### config.mk
export PLATFORM = sky130hd
export DESIGN_NAME = logic_op_pipe
export DESIGN_NICKNAME = d
export VERILOG_FILES = /design/src/rtl/logic_op_pipe.sv
export SDC_FILE = /design/constraint.sdc
export NUM_CORES = 1
export LEC_CHECK = 0
export BUFFER_PORTS_ARGS = -buffer_cell sky130_fd_sc_hd__clkbuf_2
export CORE_MARGIN = 3
export CORE_UTILIZATION = 59
export DETAILED_ROUTE_END_ITERATION = 12
export HOLD_SLACK_MARGIN = 0.02
export PLACE_DENSITY_LB_ADDON = 0.25
export RECOVER_POWER = 50
export SLEW_MARGIN = 5
export SYNTH_ARGS = -nofsm -noshare
export SYNTH_HDL_FRONTEND = slang
export SYNTH_SLANG_ARGS = --single-unit
### constraint.sdc
create_clock -name clk -period 4.2 [get_ports clk]
set_input_delay 0.42 -clock clk [delete_from_list [all_inputs] [get_ports clk]]
set_output_delay 0.42 -clock clk [all_outputs]
set_load 0.02 [all_outputs]
### src/rtl/logic_op_pipe.sv
// logic_op_pipe
//   Issue/retire stage wrapped around an external bitwise logical unit
//   (AND/OR/XOR). Ops arrive over a valid/ready handshake. Each op passes
//   through a 2-entry skid buffer, then operand register A, then result
//   register B:
//     - A drives the logical unit through lu_*.
//     - B captures lu_result together with a zero flag.
//   The stage sustains one op per cycle and supports full backpressure.
//
// Handshake rule (both sides): a transfer happens at a rising clk edge when
//   valid && ready. out_valid, out_result and out_zero stay stable until
//   out_ready is seen. in_ready comes from a register, gated only by flush,
//   and never depends on out_ready in the same cycle.
//
// Ports
//   clk, rst_n            rising-edge clock, async active-low reset
//   flush                 sync flush: drops every op in flight
//   in_valid/in_ready     upstream handshake
//   in_term0/1, in_sel    operands and op select (0=AND 1=OR 2,3=XOR)
//   lu_term0/1, lu_sel    to logical unit, driven from operand register A
//   lu_result             from logical unit (combinational)
//   out_valid/out_ready   downstream handshake
//   out_result, out_zero  registered result and its zero flag
//   op_count              completed output transfers, wraps
module logic_op_pipe #(
  parameter int WIDTH = 32,
  parameter int CNT_W = 16
) (
  input  logic             clk,
  input  logic             rst_n,
  input  logic             flush,
  input  logic             in_valid,
  output logic             in_ready,
  input  logic [WIDTH-1:0] in_term0,
  input  logic [WIDTH-1:0] in_term1,
  input  logic [1:0]       in_sel,
  output logic [WIDTH-1:0] lu_term0,
  output logic [WIDTH-1:0] lu_term1,
  output logic [1:0]       lu_sel,
  input  logic [WIDTH-1:0] lu_result,
  output logic             out_valid,
  input  logic             out_ready,
  output logic [WIDTH-1:0] out_result,
  output logic             out_zero,
  output logic [CNT_W-1:0] op_count
);

  localparam int EW = 2 * WIDTH + 2;

  // Skid buffer: skid0 is always the oldest entry.
  logic [EW-1:0]    skid0, skid1;
  logic [1:0]       skid_cnt, skid_cnt_nxt;
  logic             ready_q;

  logic             a_valid;
  logic [WIDTH-1:0] a_term0, a_term1;
  logic [1:0]       a_sel;

  logic             b_valid;
  logic [WIDTH-1:0] b_result;
  logic             b_zero;
  logic [CNT_W-1:0] cnt;

  logic             in_fire, out_fire, b_load, a_free, pop, direct, push;
  logic [1:0]       wr_idx;
  logic [EW-1:0]    in_entry, a_src;

  assign in_ready = ready_q & ~flush;
  assign in_fire  = in_valid & in_ready;
  assign out_fire = b_valid & out_ready;

  // Moves between internal registers are suppressed during flush.
  // Suppressing them keeps the data registers at their old values.
  assign b_load = a_valid & (~b_valid | out_ready) & ~flush;
  assign a_free = ~a_valid | b_load;
  assign pop    = a_free & (skid_cnt != 2'd0) & ~flush;
  // Bypass: with an empty skid buffer the input goes straight into A.
  assign direct = a_free & (skid_cnt == 2'd0) & in_fire;
  assign push   = in_fire & ~direct;

  // Slot that receives a pushed entry, after any pop in the same cycle.
  assign wr_idx   = skid_cnt - {1'b0, pop};
  assign in_entry = {in_sel, in_term1, in_term0};
  assign a_src    = pop ? skid0 : in_entry;

  always_comb begin
    skid_cnt_nxt = skid_cnt;
    if (flush) skid_cnt_nxt = 2'd0;
    else       skid_cnt_nxt = skid_cnt - {1'b0, pop} + {1'b0, push};
  end

  always_ff @(posedge clk or negedge rst_n) begin
    if (!rst_n) begin
      ready_q  <= 1'b0;
      skid_cnt <= 2'd0;
      skid0    <= '0;
      skid1    <= '0;
      a_valid  <= 1'b0;
      a_term0  <= '0;
      a_term1  <= '0;
      a_sel    <= 2'd0;
      b_valid  <= 1'b0;
      b_result <= '0;
      b_zero   <= 1'b1;
      cnt      <= '0;
    end else begin
      // Registered ready: drops once the skid buffer will hold two entries.
      ready_q  <= (skid_cnt_nxt != 2'd2);
      skid_cnt <= skid_cnt_nxt;

      if (pop) skid0 <= skid1;
      // This write comes after the shift, so it overrides skid0 on pop+push.
      if (push) begin
        if (wr_idx == 2'd0) skid0 <= in_entry;
        else                skid1 <= in_entry;
      end

      if (flush)       a_valid <= 1'b0;
      else if (a_free) a_valid <= pop | direct;
      if (pop | direct) {a_sel, a_term1, a_term0} <= a_src;

      if (flush)         b_valid <= 1'b0;
      else if (b_load)   b_valid <= 1'b1;
      else if (out_fire) b_valid <= 1'b0;
      if (b_load) begin
        b_result <= lu_result;
        b_zero   <= (lu_result == '0);
      end

      // An output handshake still completes during a flush cycle.
      if (out_fire) cnt <= cnt + 1'b1;
    end
  end

  assign lu_term0   = a_term0;
  assign lu_term1   = a_term1;
  assign lu_sel     = a_sel;
  assign out_valid  = b_valid;
  assign out_result = b_result;
  assign out_zero   = b_zero;
  assign op_count   = cnt;

endmodule

==> results.ini, run 1 <==
[run_status]
status = complete, but fails checks
violations = capacitance limit, slew limit

[place]
placed_area_sq_mm = 0.01198
gp_congestion = 0.7934
dp_hpwl_microns = 14020
pre_cts_ws_ns = 1.552
io_buffer_count = 219

[timing]
period_share = 0.6089
period_needed_ns = 2.557
fin_skew_ns = 0.009905
setup_ws_ns = 1.643
worst_slew_pin_slew_ns = 1.658
fin_setup_tns_ns = 0
finalHoldViolations = 0
hold-worst-slack_ns = 0.02836
slew_viol_final = 71
fmax_mhz = 391.0
slew_headroom = -0.1051
setup_viol = 0
rsz0062_at_grt = no

[clock_network]
cts_resized = 0
htreeDepth = 1
hold_buffers = 0
cts.sinks = 252
numCtsBuffers = 26
cts_tree = yes
clock_latency_ns = 0.51
cts_buffer_depth = 3
root_buffer = clkbuf_16
clkTransAtPathRegs_ns = 0.06
postCtsSetupBuffers = 0

[power]
ir_drop_uv = 447.1
p_per_area_mw_per_mm2 = 743.4
leakage_nw = 5.728

[setup_path]
cp-end-kind = flop
cpPeakStageDelay_ns = 0.48
crit_chain = and3b_1 > nor3_2 > ha_1 > xnor2_1 > o2111ai_4 > buf_4 > nor2_1 > a21oi_1
crit_arrival_ns = 2.90
crit_required_ns = 4.55
critical_path_class = reg2reg
critPathLaunchType = flop
critPathSlowestCell = xnor2_1
cp_max_fo = 62

[floorplanning]
die_h_microns = 140.9
num_rows = 48
io_pins = 220
initial_core_util = 0.6119
core_sq_mm = 0.01754
die_w_microns = 140.9
die_area_sq_mm = 0.01984

[global_route]
antenna_found_initial = 1
grt_usage = 0.2213
grt_pass1_vias = 7299
grt_remaining_overflow = 0
grt_pass1_wl_microns = 36630
grt_max_degree = 133

[yosys]
yosysTopAreaCellShare = 0.5853
postSynth.asyncResetShare = 1.000
syn-mean-instance-area_sq_um = 12.19
synth_area_sq_mm = 0.01073
synth.area.top_cells = dfrtp_1 (59%), mux2i_1 (12%), a21oi_1 (6.2%)
yosysUniqueCellTypes = 36
synth_edf_count = 0
syn_nets = 986
ys.flop_type = dfrtp_1
ys_seq_elements = 252
yosysWarnings = 0
ys_seq_area_frac = 0.5877
netlist_instances = 880
synth_area_leader_cell = dfrtp_1

[run]
drv_cap = 1

[finish]
fill_cells = 1262
design_area_sq_mm = 0.01272
fin_nets = 1188
synthToLayoutAreaGrowth_pct = 18.50
final_cell_mix = dfrtp_1 (251), clkbuf_2 (171), nor2_1 (139), a21oi_1 (133), mux2i_1 (132)
diodes = 0
drive_gt1_frac = 0.2559
layout_commonest_cell = dfrtp_1

[detailed_routing]
vias = 7297
viasPerCell = 5.499
drt_iter0_drc = 437
drt-total-wl_microns = 22070
ant_nets = 0
drt_first_pass_iters = 4
drc_errors = 0
wl_per_cell_microns = 16.63

[hold_path]
hp-class = in2async

report_power, final:
group	internal (mW)	leakage, nW	switching [mW]	total, mW
Combinational	1.32	2.25	1.90	3.21
Sequential	3.48	3.08	0.585	4.07
Clock	1.29	0.403	0.887	2.17
Total	6.09	5.73	3.37	9.45
worst max-delay path: cells and delay by family, from the launching register on:
kind | cells | cell delay (ns)
xor+xnor | 1 | 0.48
simple gates | 3 | 0.60
compound gates | 2 | 0.28
flops | 1 | 0.44
buf+inv | 1 | 0.36
fa+ha+maj | 1 | 0.21
synth_stat cells (5+ instances only):
master	instances
nand2_1	7
nor2_1	139
mux2i_1	132
dfrtp_1	251
buf_2	25
mux2_1	40
buf_4	8
mux2_2	59
nand3_1	7
a21oi_1	133
clkbuf_1	12
buf_6	5
nor4_1	9
buf_1	5
xor2_1	5
xnor2_1	12
flip-flops by register name, indices dropped and copies added (netlist names):
name,flops
op_count,16
skid0,66
out_zero,1
ready_q,1
lu_term0,32
lu_sel,2
skid_cnt,2
out_result,32
out_valid,1
lu_term1,32
a_valid,1
skid1,66
through the flow:
step / std cells / util / power [mW]
floorplan: 880 / - / 6.303
global placement: 1279 / 0.6829 / 7.229
detailed placement: 1279 / 0.6829 / 7.373
CTS: 1327 / 0.7299 / 9.597
global route: 1327 / 0.7252 / 10.05
finish: 1327 / 0.7252 / 9.455
final timing paths:
path                         startpoint             to  slack [ns]  cells after the start
max                             a_valid      skid0[29]        1.64                      8
min                               rst_n   lu_term1[19]        0.03                      1
max reg2reg                     a_valid      skid0[29]        1.64                      8
min reg2reg                    out_zero       out_zero        0.47                      2
max in group asynchronous         rst_n      skid1[23]        1.99                      2
min in group clk           lu_result[5]  out_result[5]        0.16                      2
final cells by class:
| type | instances | area [sq um] | area share |
|---|---|---|---|
| Sequential cell | 252 | 6307 | 0.4960 |
| Multi-Input combinational cell | 570 | 4145 | 0.3260 |
| Timing Repair Buffer | 229 | 1149 | 0.09032 |
| Clock buffer | 43 | 795.8 | 0.06257 |
| Tap cell | 225 | 281.5 | 0.02214 |
| Clock inverter | 5 | 27.53 | 0.002165 |
| Inverter | 3 | 11.26 | 0.0008855 |
cell families (layout without fill, tap and decap cells):
| kind of cell | after synthesis | after routing | synth area share |
|---|---|---|---|
| compound gates | 139 | 139 | 0.06716 |
| buf+inv | 58 | 280 | 0.02950 |
| fa+ha+maj | 3 | 3 | 0.003498 |
| mux | 231 | 231 | 0.2270 |
| flops | 252 | 252 | 0.5877 |
| xor+xnor | 17 | 17 | 0.01387 |
| simple gates | 180 | 180 | 0.07124 |
metal layers:
metal	track usage	routed length, microns	vias to the layer above
li1	-	-	3487
met1	0.3079	9649	3584
met2	0.3674	10690	190
met3	0.03935	1312	34
met4	0.05303	415	2
met5	0	9	-
No activity file was read; power rests on OpenSTA's default activity.
==> run 2: changes to the inputs <==
--- a/config.mk
+++ b/config.mk
@@ -7,7 +7,7 @@
 export LEC_CHECK = 0
 export BUFFER_PORTS_ARGS = -buffer_cell sky130_fd_sc_hd__clkbuf_2
 export CORE_MARGIN = 3
-export CORE_UTILIZATION = 59
+export CORE_UTILIZATION = 50
 export DETAILED_ROUTE_END_ITERATION = 12
 export HOLD_SLACK_MARGIN = 0.02
 export PLACE_DENSITY_LB_ADDON = 0.25
==> constraint.sdc (replaced) <==
create_clock -name clk -period 2.2 [get_ports clk]
set_input_delay 0.22 -clock clk [delete_from_list [all_inputs] [get_ports clk]]
set_output_delay 0.22 -clock clk [all_outputs]
set_load 0.02 [all_outputs]
==> results.ini, run 2 (synthesis results as in run 1) <==
[run_status]
status = complete, no violations  ; was complete, but fails checks

[setup_path]
crit_arrival_ns = 2.53  ; was 2.90 ns
rr_startpoint = skid_cnt[1]  ; was a_valid
reg2reg_depth = 8  ; unchanged
reg2reg_to = skid1[25]  ; was skid0[29]
crit_family = buffers and inverters  ; was simple AND/OR/NAND/NOR gates
worst-path-buf-inv = 4  ; was 1
critPathSlowestCell = dlygate4sd3_1  ; was xnor2_1
cp-end-kind = flop  ; unchanged
critPathLaunchType = input port  ; was flop
crit_required_ns = 2.59  ; was 4.55 ns
cpPeakStageDelay_ns = 0.55  ; was 0.48 ns
critical_path_class = in2reg  ; was reg2reg
r2r_slack_ns = 0.09  ; was 1.64 ns
crit_chain = dlygate4sd3_1 > clkbuf_2 > and3b_1 > nor3_4 > ha_4 > xnor2_2 > a21boi_4 > buf_4 > clkbuf_16 > mux2_1  ; was and3b_1 > nor3_2 > ha_1 > xnor2_1 > o2111ai_4 > buf_4 > nor2_1 > a21oi_1
cp_max_fo = 15  ; was 62

[clock_network]
cts_buffer_depth = 3  ; unchanged
htreeDepth = 1  ; unchanged
cts.sinks = 252  ; unchanged
root_buffer = clkbuf_16  ; unchanged
clock_latency_ns = 0.52  ; was 0.51 ns
cts_tree = yes  ; unchanged
clkTransAtPathRegs_ns = 0.06  ; about the same
numCtsBuffers = 27  ; was 26

[hold_path]
whs_path_depth = 3
hold_end = a_valid
min_from = in_valid
hp-class = in2reg  ; was in2async

[power]
ir_drop_uv = 961.3  ; was 447.1 uV
p_per_area_mw_per_mm2 = 1330  ; was 743.4 mW/mm^2
leakage_nw = 6.318  ; was 5.728 nW
power_mw = 18.76  ; was 9.455 mW

[finish]
fin_nets = 1305  ; was 1188
multiInputGateArea_sq_mm = 0.004172  ; was 0.004145 sq mm
diodes = 0  ; unchanged
layout_commonest_cell = dfrtp_1  ; unchanged
seqCellArea_sq_mm = 0.006309  ; was 0.006307 sq mm
synthToLayoutAreaGrowth_pct = 31.37  ; was 18.50%
drive_gt1_frac = 0.2551  ; was 0.2559
fill_cells = 1542  ; was 1262
final_cell_mix = dfrtp_1 (250), clkbuf_2 (177), nor2_1 (139), a21oi_1 (133), mux2i_1 (132)  ; was dfrtp_1 (251), clkbuf_2 (171), nor2_1 (139), a21oi_1 (133), mux2i_1 (132)
design_area_sq_mm = 0.01410  ; was 0.01272 sq mm
reg_top3 = skid0: 66 flops, skid1: 66 flops  ; unchanged

[global_route]
grt_pass1_vias = 7892  ; was 7299
grt_usage = 0.2054  ; was 0.2213
grt_remaining_overflow = 0  ; unchanged
antenna_found_initial = 0  ; was 1
grt_max_degree = 81  ; was 133
grt_pass1_wl_microns = 40520  ; was 36630 microns

[floorplanning]
num_rows = 52  ; was 48
die_h_microns = 152.5  ; was 140.9 microns
io_pins = 220  ; unchanged
die_w_microns = 152.5  ; was 140.9 microns
initial_core_util = 0.5187  ; was 0.6119
die_area_sq_mm = 0.02326  ; was 0.01984 sq mm
core_sq_mm = 0.02069  ; was 0.01754 sq mm

[timing]
fin_skew_ns = 0.007822  ; was 0.009905 ns
period_needed_ns = 2.135
period_share = 0.9704
worst_slew_pin_slew_ns = 1.484  ; was 1.658 ns
setup_viol = 0  ; unchanged
hold-worst-slack_ns = 0.1004  ; was 0.02836 ns
finalHoldViolations = 0  ; unchanged
slew_viol_final = 0  ; was 71
fmax_mhz = 468.4
slew_headroom = 0.01092  ; was -0.1051
fin_setup_tns_ns = 0  ; unchanged

[place]
io_buffer_count = 219  ; unchanged
placed_area_sq_mm = 0.01222  ; was 0.01198 sq mm
dp_hpwl_microns = 14510  ; was 14020 microns
gp_congestion = 0.7465  ; was 0.7934

[detailed_routing]
drc_errors = 0  ; unchanged
drt_iter0_drc = 299  ; was 437
drt_first_pass_iters = 4  ; unchanged
drt-total-wl_microns = 24450  ; was 22070 microns
viasPerCell = 5.124  ; was 5.499
ant_nets = 0  ; unchanged
vias = 7629  ; was 7297
wl_per_cell_microns = 16.42  ; was 16.63 microns

[run]
drv_cap = 0  ; was 1

run 2: changes by cell type in the layout (fill, tap and decap cells not counted), sizes merged:
cell         change
clkinv           +3
bufinv           +2
clkbuf           -1
inv              +1
buf             +11
dlygate4sd3    +101
run 2: routing by layer:
metal	up-vias	GRT usage	wire [microns]
li1	3725	-	-
met1	3696	0.2758	10700
met2	173	0.3531	12200
met3	35	0.03351	1094
met4	0	0.05049	457
met5	-	0	0
run 2: area by class of cell:
cell class	instances	share of cell area
clock buffer	38	0.05653
clock inverter	11	0.007898
tap	270	0.02396
sequential	252	0.4475
inverter	3	0.0007987
multi-input combinational	570	0.2959
timing repair buffer	345	0.1675
run 2: worst max path at each step:
stage	from	to	slack [ns]	cells after the start
after detailed placement	out_valid	skid0[6]	0.12	8
after floorplan	out_valid	skid1[25]	-0.04	10
after CTS	out_valid	skid0[4]	0.07	8
after global placement	out_valid	skid1[65]	0.16	7
final	out_ready	skid1[25]	0.07	10
after global routing	out_ready	skid1[27]	-0.01	10
run 2: report_power, final:
part	switching, mW	internal, mW	total (mW)
Clock	1.81	2.75	4.56
Combinational	3.70	2.72	6.42
Sequential	1.12	6.65	7.77
Total	6.63	12.1	18.8
run 2: timing repair:
item,4_1_cts,5_1_grt
hold buffers,101,0
gates resized for setup,0,2
setup endpoints to repair,0,59
hold endpoints to repair,247,0
setup buffers,0,2
run 2: stage by stage:
step	setup slack [ns]	utilization	instances
6_report	0.06518	0.6814	1489
5_1_grt	-0.01039	0.6814	1489
4_1_cts	0.07184	0.6834	1486
3_5_place_dp	0.1182	0.5906	1336
3_3_place_gp	0.1625	0.5906	1336
2_1_floorplan	-0.03939	-	880
run 2: worst register-to-register path: cells and delay by family, from the launching register on:
kind | cells | cell delay, ns
muxes | 1 | 0.32
adders and majority gates | 1 | 0.16
DFF | 1 | 0.44
xor gates and xnor gates | 1 | 0.32
AOI/OAI and AO/OA | 1 | 0.12
buffers and inverters | 2 | 0.35
and+or+nand+nor | 2 | 0.28
